[src/rtl/sim_dev_arbiter.sv]
// sim_dev_arbiter
//   Round-robin arbiter that shares one SimDev-style device port among NREQ
//   upstream requesters (fetch, data memory, MMIO, ...). Exactly one
//   transaction is outstanding at a time: the winning request is registered,
//   issued downstream, and its single-beat response is routed back to the
//   requester that owns the transaction.
//
// Ports
//   clock, reset              system clock, synchronous active-high reset
//   in_req_*   (per req)      upstream request channels, 32-bit fields packed
//                             requester i at [32i+31:32i], wstrb at [4i+3:4i]
//   in_resp_*                 upstream response channels; data is shared
//   out_req_*                 registered request toward the device
//   out_resp_*                device response channel
module sim_dev_arbiter #(
  parameter int NREQ = 2
) (
  input  logic                clock,
  input  logic                reset,
  output logic [NREQ-1:0]     in_req_ready,
  input  logic [NREQ-1:0]     in_req_valid,
  input  logic [NREQ-1:0]     in_req_bits_is_cached,
  input  logic [NREQ-1:0]     in_req_bits_is_aligned,
  input  logic [32*NREQ-1:0]  in_req_bits_addr,
  input  logic [32*NREQ-1:0]  in_req_bits_data,
  input  logic [NREQ-1:0]     in_req_bits_func,
  input  logic [4*NREQ-1:0]   in_req_bits_wstrb,
  input  logic [NREQ-1:0]     in_resp_ready,
  output logic [NREQ-1:0]     in_resp_valid,
  output logic [31:0]         in_resp_bits_data,
  input  logic                out_req_ready,
  output logic                out_req_valid,
  output logic                out_req_bits_is_cached,
  output logic                out_req_bits_is_aligned,
  output logic                out_req_bits_func,
  output logic [31:0]         out_req_bits_addr,
  output logic [31:0]         out_req_bits_data,
  output logic [3:0]          out_req_bits_wstrb,
  output logic                out_resp_ready,
  input  logic                out_resp_valid,
  input  logic [31:0]         out_resp_bits_data
);

  localparam int IDX_W = (NREQ > 1) ? $clog2(NREQ) : 1;

  typedef enum logic [1:0] {
    IDLE  = 2'd0,
    ISSUE = 2'd1,
    WAIT  = 2'd2
  } state_e;

  state_e             state_q, state_d;
  logic [IDX_W-1:0]   rr_ptr_q, rr_ptr_d;
  logic [IDX_W-1:0]   owner_q, owner_d;
  logic               cached_q, cached_d;
  logic               aligned_q, aligned_d;
  logic               func_q, func_d;
  logic [31:0]        addr_q, addr_d;
  logic [31:0]        data_q, data_d;
  logic [3:0]         wstrb_q, wstrb_d;

  // Round-robin winner: the first valid index at or above rr_ptr wins; if
  // there is none, wrap around and take the lowest valid index.
  logic               any_valid;
  logic               hi_found;
  logic [IDX_W-1:0]   hi_idx;
  logic [IDX_W-1:0]   lo_idx;
  logic [IDX_W-1:0]   win_idx;

  always_comb begin
    any_valid = 1'b0;
    hi_found  = 1'b0;
    hi_idx    = '0;
    lo_idx    = '0;
    for (int i = 0; i < NREQ; i++) begin
      if (in_req_valid[i] && !any_valid) begin
        any_valid = 1'b1;
        lo_idx    = IDX_W'(i);
      end
      if (in_req_valid[i] && !hi_found && (IDX_W'(i) >= rr_ptr_q)) begin
        hi_found = 1'b1;
        hi_idx   = IDX_W'(i);
      end
    end
    win_idx = hi_found ? hi_idx : lo_idx;
  end

  // Mux the winner's request bundle.
  logic               sel_cached;
  logic               sel_aligned;
  logic               sel_func;
  logic [31:0]        sel_addr;
  logic [31:0]        sel_data;
  logic [3:0]         sel_wstrb;

  always_comb begin
    sel_cached  = 1'b0;
    sel_aligned = 1'b0;
    sel_func    = 1'b0;
    sel_addr    = '0;
    sel_data    = '0;
    sel_wstrb   = '0;
    for (int i = 0; i < NREQ; i++) begin
      if (win_idx == IDX_W'(i)) begin
        sel_cached  = in_req_bits_is_cached[i];
        sel_aligned = in_req_bits_is_aligned[i];
        sel_func    = in_req_bits_func[i];
        sel_addr    = in_req_bits_addr[32*i +: 32];
        sel_data    = in_req_bits_data[32*i +: 32];
        sel_wstrb   = in_req_bits_wstrb[4*i +: 4];
      end
    end
  end

  // Upstream/downstream handshake signals. Every output is forced low while
  // reset is asserted, whatever state the flops still hold.
  logic               owner_resp_ready;
  logic               req_fire;
  logic               issue_fire;
  logic               resp_fire;

  always_comb begin
    in_req_ready     = '0;
    in_resp_valid    = '0;
    owner_resp_ready = 1'b0;
    for (int i = 0; i < NREQ; i++) begin
      if (owner_q == IDX_W'(i)) begin
        owner_resp_ready = in_resp_ready[i];
      end
      in_req_ready[i]  = !reset && (state_q == IDLE) && any_valid &&
                         (win_idx == IDX_W'(i));
      in_resp_valid[i] = !reset && (state_q == WAIT) && out_resp_valid &&
                         (owner_q == IDX_W'(i));
    end
    in_resp_bits_data = out_resp_bits_data;
    out_req_valid     = !reset && (state_q == ISSUE);
    out_resp_ready    = !reset && (state_q == WAIT) && owner_resp_ready;
    req_fire          = (state_q == IDLE) && any_valid;
    issue_fire        = out_req_valid && out_req_ready;
    resp_fire         = out_resp_valid && out_resp_ready;
  end

  assign out_req_bits_is_cached  = cached_q;
  assign out_req_bits_is_aligned = aligned_q;
  assign out_req_bits_func       = func_q;
  assign out_req_bits_addr       = addr_q;
  assign out_req_bits_data       = data_q;
  assign out_req_bits_wstrb      = wstrb_q;

  // Next-state: accept in IDLE, hold the registered request through ISSUE,
  // then wait for the single response beat.
  always_comb begin
    state_d   = state_q;
    rr_ptr_d  = rr_ptr_q;
    owner_d   = owner_q;
    cached_d  = cached_q;
    aligned_d = aligned_q;
    func_d    = func_q;
    addr_d    = addr_q;
    data_d    = data_q;
    wstrb_d   = wstrb_q;
    unique case (state_q)
      IDLE: begin
        if (req_fire) begin
          state_d   = ISSUE;
          owner_d   = win_idx;
          rr_ptr_d  = (win_idx == IDX_W'(NREQ - 1)) ? '0 : (win_idx + IDX_W'(1));
          cached_d  = sel_cached;
          aligned_d = sel_aligned;
          func_d    = sel_func;
          addr_d    = sel_addr;
          data_d    = sel_data;
          wstrb_d   = sel_wstrb;
        end
      end
      ISSUE: begin
        if (issue_fire) begin
          state_d = WAIT;
        end
      end
      WAIT: begin
        if (resp_fire) begin
          state_d = IDLE;
        end
      end
      default: state_d = IDLE;
    endcase
  end

  // State and request registers.
  always_ff @(posedge clock) begin
    if (reset) begin
      state_q   <= IDLE;
      rr_ptr_q  <= '0;
      owner_q   <= '0;
      cached_q  <= 1'b0;
      aligned_q <= 1'b0;
      func_q    <= 1'b0;
      addr_q    <= '0;
      data_q    <= '0;
      wstrb_q   <= '0;
    end else begin
      state_q   <= state_d;
      rr_ptr_q  <= rr_ptr_d;
      owner_q   <= owner_d;
      cached_q  <= cached_d;
      aligned_q <= aligned_d;
      func_q    <= func_d;
      addr_q    <= addr_d;
      data_q    <= data_d;
      wstrb_q   <= wstrb_d;
    end
  end

endmodule

[config.mk]
export PLATFORM = sky130hd
export DESIGN_NAME = sim_dev_arbiter
export DESIGN_NICKNAME = d
export VERILOG_FILES = /design/src/rtl/sim_dev_arbiter.sv
export SDC_FILE = /design/constraint.sdc
export NUM_CORES = 1
export LEC_CHECK = 0
export ABC_AREA = 1
export CORE_AREA = 2 2 112 114
export CTS_CLUSTER_SIZE = 16
export DETAILED_ROUTE_END_ITERATION = 8
export DIE_AREA = 0 0 114 116
export GPL_TIMING_DRIVEN = 0
export HOLD_SLACK_MARGIN = 0.08
export PLACE_DENSITY = 0.74
export SLEW_MARGIN = 20
export SYNTH_ARGS = -nofsm -noshare
export SYNTH_HDL_FRONTEND = slang
export SYNTH_SLANG_ARGS = --single-unit
export TNS_END_PERCENT = 10
[constraint.sdc]
create_clock -name clock -period 1.6 [get_ports clock]
set_input_delay 0.32 -clock clock [delete_from_list [all_inputs] [get_ports clock]]
set_output_delay 0.32 -clock clock [all_outputs]
set_load 0.01 [all_outputs]
Word level (Yosys, flattened, before mapping)
Index checks and enable logic that the tools add are counted.
{ "classes": {"add_sub_neg": 1, "n_lt_le_gt_ge": 2, "n_eq_ne": 5, "mux": 19, "n_bitwise": 2, "n_reduce_logical": 23} }
{ "op_table": {"columns": ["operator", "n"], "rows": [
  ["32-bit 2-to-1 mux", 2],
  ["1-bit logical AND", 17],
  ["1-bit 2-to-1 mux", 12],
  ["2-bit 2-to-1 mux", 3],
  ["2-bit inequality test, second input constant", 3],
  ["2-bit case mux with 3 select lines", 1],
  ["4-bit 2-to-1 mux", 1],
  ["1-bit logical NOT", 3],
  ["3-bit AND reduction", 1],
  ["2-bit by 1-bit equality test with 1-bit output, second input constant", 1],
  ["2-bit equality test, second input constant", 1],
  ["1-bit greater-or-equal comparator, first input constant", 2],
  ["2-bit logical NOT", 1],
  ["1-bit NOT", 2],
  ["2-bit AND reduction", 1],
  ["1-bit adder, second input constant", 1]
]} }
{ "totals": {"reg_bits": 75, "in_bits": 182, "out_inout_bits": 109, "wordCells": 61} }

Depth between registers and ports, before layout
Gate-level depths: netlist (run 1).
{ "logic_depth": {"depth_word": 10, "depth_mapped": 9, "ltp_nobuf": 8} }

Least setup slack after synthesis (run 1)
OpenSTA, ideal clock, no wires.
{ "synth_path": {"path_kind": "register to output", "start": "reg rr_ptr_q", "end": "out in_req_ready[1]", "arrival_ps": 1079, "required_time_ps": 1280, "path_slack_ps": 201, "stages_incl_launch_ff": 8, "path_buffers": 1, "path_cell_list": "dfxtp_1 -> inv_1 -> nand2_2 -> nand2_2 -> buf_6 -> nor2_1 -> inv_1 -> nor2_1"} }
{ "synth_between": {"elab_chain_len": 9, "elab_cells_between_ends": 11, "classes_between": "order compare (2); mux (4); reduce/logical (5)"} }
{ "synth_rtl": {"columns": ["element", "line_no", "text"], "rows": [
  ["from (decl)", "53", "logic [IDX_W-1:0] rr_ptr_q, rr_ptr_d;"],
  ["from (signal assigned)", "204", "rr_ptr_q <= rr_ptr_d;"],
  ["1-bit greater-or-equal comparator", "80", "if (in_req_valid[i] && !hi_found && (IDX_W'(i) >= rr_ptr_q)) begin"],
  ["1-bit logical AND", "80", null],
  ["1-bit 2-to-1 mux", "80", null],
  ["1-bit logical NOT", "80", null],
  ["1-bit logical AND (2 in a row)", "80", null],
  ["1-bit 2-to-1 mux", "80", null],
  ["1-bit 2-to-1 mux (*)", "85", "win_idx = hi_found ? hi_idx : lo_idx;"],
  ["1-bit logical AND (*)", "130", "in_req_ready[i] = !reset && (state_q == IDLE) && any_valid &&"],
  ["to (decl)", "20", "output logic [NREQ-1:0] in_req_ready,"]
]} }
Every way passes the cells marked *; elsewhere a longest branch is shown, timed or not.

Worst setup path after layout (run 1)
{ "layout_path": {"start": "in in_req_valid[1]", "end": "out in_req_ready[1]"} }
{ "layout_between": {"elab_chain_len": 5, "elab_cells_between_ends": 10, "classes_between": "mux (5); reduce/logical (5)"} }
{ "layout_rtl": {"columns": ["element", "line_no", "text"], "rows": [
  ["from (decl)", "21", "input logic [NREQ-1:0] in_req_valid,"],
  ["1-bit logical AND (2 in a row)", "80", null],
  ["1-bit 2-to-1 mux", "80", null],
  ["1-bit 2-to-1 mux", "85", null],
  ["1-bit logical AND (*)", "130", null]
]} }
Marks and branches as above.

==> flow_metrics.py, run 1 <==
metrics = {
    "status": {
        "status": "finished, violations left",
        "violations": "setup timing",
    },
    "logic_synthesis": {
        "synth_edf_count": 0,
        "synthFlopType": "dfxtp_1",
        "synthesis.area_sq_um": 3740,
        "async_reset_ff_frac": 0,
        "yosys-top-cells-count": "218 x nand3_1, 76 x nand2_1, 75 x dfxtp_1",
        "yosysWarnings": 0,
        "synth.distinct_cells": 22,
        "yosysMostFrequentCell": "nand3_1",
        "synthesis.nets": 694,
        "ys_ff_latch": 75,
        "synth.avg_cell_area_sq_um": 7.30,
        "synth_top_area_share": 0.402,
        "ys_seq_area_frac": 0.402,
        "syn_inst": 512,
        "synth_area_leader_cell": "dfxtp_1",
        "synth.area.top_cells": "dfxtp_1 40%, nand3_1 29%, nand2_1 7.6%",
    },
    "setup_path": {
        "startpoint": "in_req_valid[1]",
        "max_stage_delay_ns": 0.33,
        "cp-start-kind": "input port",
        "cp-end-kind": "output port",
        "reg2reg_from": "state_q[0]",
        "crit_fanout": 3,
        "ff2ff_setup_slack_ns": 0.09,
        "required_ns": 1.28,
        "worstSetupPathType": "input port to output port",
        "worstRegToRegCells": 11,
        "crit_chain": "dlygate4sd2_1 > buf_6 > nand2_4 > buf_8 > nor2_4 > inv_2 > nor2_2 > buf_2",
        "cp_slowest_cell": "dlygate4sd2_1",
        "r2r-end": "out_req_bits_addr[11]",
        "arrival_ns": 1.32,
    },
    "global_routing": {
        "antenna_found_initial": 0,
        "grt_pass1_wl_mm": 24.0,
        "grt_max_degree": 14,
        "grt_pass1_vias": 4715,
        "overflow": 0,
        "grt_usage": 0.231,
    },
    "clock_tree": {
        "cts_buffers": 9,
        "clk_latency_ns": 0.34,
        "path_clk_slew_ns": 0.06,
        "cts_sinks": 75,
        "htreeDepth": 3,
        "clockBufferDepth": 2,
        "tritoncts": "yes",
        "clockRootBuffer": "clkbuf_16",
    },
    "floorplanning": {
        "start_util": 0.314,
        "fp-row-count": 40,
        "die_h_microns": 116,
        "core_sq_um": 11900,
        "die_x_microns": 114,
        "die-area_sq_um": 13200,
        "num_io_pins": 291,
    },
    "timing": {
        "maxSlewViolCount": 0,
        "fmax_ghz": 0.609,
        "rsz0062_at_grt": "yes",
        "setup_viol": 2,
        "final.setup_skew_ns": 0.00748,
        "finalCriticalPeriod_ns": 1.64,
        "finalCritPeriodShare": 1.03,
        "setup-tns-final_ns": -0.0673,
        "slew_headroom": 0.662,
        "hold_viol": 0,
        "finalWorstSetupSlack_ns": -0.0430,
        "worst_slew_pin_slew_ns": 0.508,
    },
    "power_and_ir_drop": {
        "p_int_mw": 4.30,
        "peakVddDrop_mv": 0.504,
        "p_sw_frac": 0.311,
        "power_frac_comb": 0.340,
        "power_density_nw_per_um2": 893,
        "p_switching_mw": 1.94,
        "pwr-share-clk": 0.304,
        "p_leak_nw": 3.12,
        "p_seq_frac": 0.356,
    },
    "flow_run": {
        "max_cap_viol_count": 0,
    },
    "hold_path": {
        "holdCritPathClass": "input port to flip-flop",
        "holdCritStartpoint": "reset",
        "min_to": "state_q[0]",
        "whs_path_depth": 2,
    },
    "route": {
        "num_vias": 4827,
        "wl_per_cell_microns": 17.1,
        "routed_wl_mm": 16.3,
        "via_per_inst": 5.07,
        "postRouteAntennaNets": 0,
        "dr.pass1.iters": 5,
        "drtIter0Drc": 335,
        "drc": 0,
    },
    "layout": {
        "antenna_cells": 0,
        "n_fill_cell": 1097,
        "fin_util": 0.587,
        "multiInputGateArea_sq_um": 1690,
        "areaGrowthSynthToFinish_pct": 87.0,
        "seq_area_sq_um": 1510,
        "nNetsFinal": 982,
        "stdcell_count": 952,
        "final_layout_size_suffix_gt1_frac": 0.165,
    },
    "placement": {
        "io_buffers": 257,
        "gp_congestion": 0.814,
        "hpwl_mm": 12.0,
        "dp_slack_ns": -1.08,
        "post-place-cells": 916,
    },
}
==> how the worst max path moves through the flow <==
stage	to	slack [ns]	cells past startpoint
after CTS	in_req_ready[0]	-0.10	7
after detailed placement	in_req_ready[0]	-1.08	7
final	in_req_ready[1]	-0.04	8
after floorplan	in_req_ready[1]	0.20	7
after global routing	in_req_ready[1]	-0.10	8
after global placement	in_req_ready[0]	-1.08	7
==> flip-flops by register name, summed over array words and instances (netlist names) <==
name and count:
out_req_bits_func 1, rr_ptr_q 1, out_req_bits_is_cached 1, out_req_bits_wstrb 4, state_q 2, out_req_bits_is_aligned 1, out_req_bits_addr 32, out_req_bits_data 32
owner_q 1
==> worst max-delay path, delay by kind of cell <==
kind	cells	cell delay, ns
buffers and inverters	5	0.78
AND/OR/NAND/NOR	3	0.22
==> kinds of logic (layout without fill, tap and decap cells) <==
kind of cell	after synthesis	after routing	synth area share
simple gates	331	331	0.430
buf+inv	100	393	0.159
flops	75	75	0.402
compound gates	6	6	0.00904
==> cell type report <==
| type | instances | share of cell area |
|---|---|---|
| tap | 147 | 0.0263 |
| clock inverter | 6 | 0.00609 |
| multi-input combinational | 337 | 0.242 |
| buffer | 75 | 0.0750 |
| clock buffer | 10 | 0.0328 |
| timing repair buffer | 277 | 0.388 |
| inverter | 25 | 0.0141 |
| sequential | 75 | 0.216 |
==> power by group through the flow <==
stage	clock (mW)	sequential (mW)	combinational, mW
finish	1.90	2.22	2.12
detailed placement	0	2.26	2.00
floorplan	0	2.34	0.762
CTS	1.94	2.22	2.08
global route	2.03	2.25	2.27
global placement	0	2.25	1.98
==> routing by layer <==
layer	vias to the layer above	global-route usage	wire length [microns]
met5	-	0	0
met4	0	0.0935	424
met3	34	0.0675	1290
met2	240	0.407	8120
met1	2261	0.265	6480
li1	2292	-	-
==> cells in the final DEF, fill, tap and decap left out, drive strengths merged <==
cell / count
inv: 25
clkbuf: 15
buf: 96
nor3: 1
clkinv: 1
nand3: 218
a21oi: 3
o21ai: 3
clkinvlp: 5
nand2: 80
nand4: 19
or2: 1
clkdlybuf4s50: 241
dlygate4sd2: 4
nor2: 12
dlymetal6s2s: 6
dfxtp: 75
==> what timing repair did <==
action,in CTS,in global routing
pin swaps,5,8
hold buffers,0,0
gates resized for setup,49,17
setup endpoints to repair,27,57
setup buffers,13,7
==> through the flow <==
stage	power (mW)	cell area, sq um	hold WS (ns)
finish	6.24	6990	0.285
global route	6.55	6990	0.303
CTS	6.24	6910	0.274
detailed placement	4.26	6490	0.462
global placement	4.23	6490	0.450
floorplan	3.11	3740	0.430
Power figures use the tool's default switching activity.
==> run 2: changes to the inputs <==
--- a/config.mk
+++ b/config.mk
@@ -6,6 +6,7 @@
 export NUM_CORES = 1
 export LEC_CHECK = 0
 export ABC_AREA = 1
+export ABC_CLOCK_PERIOD_IN_PS = 1600
 export CORE_AREA = 2 2 112 114
 export CTS_CLUSTER_SIZE = 16
 export DETAILED_ROUTE_END_ITERATION = 8
==> results of run 2 <==
Final layout, timing and power as in run 1 (identical DEF).
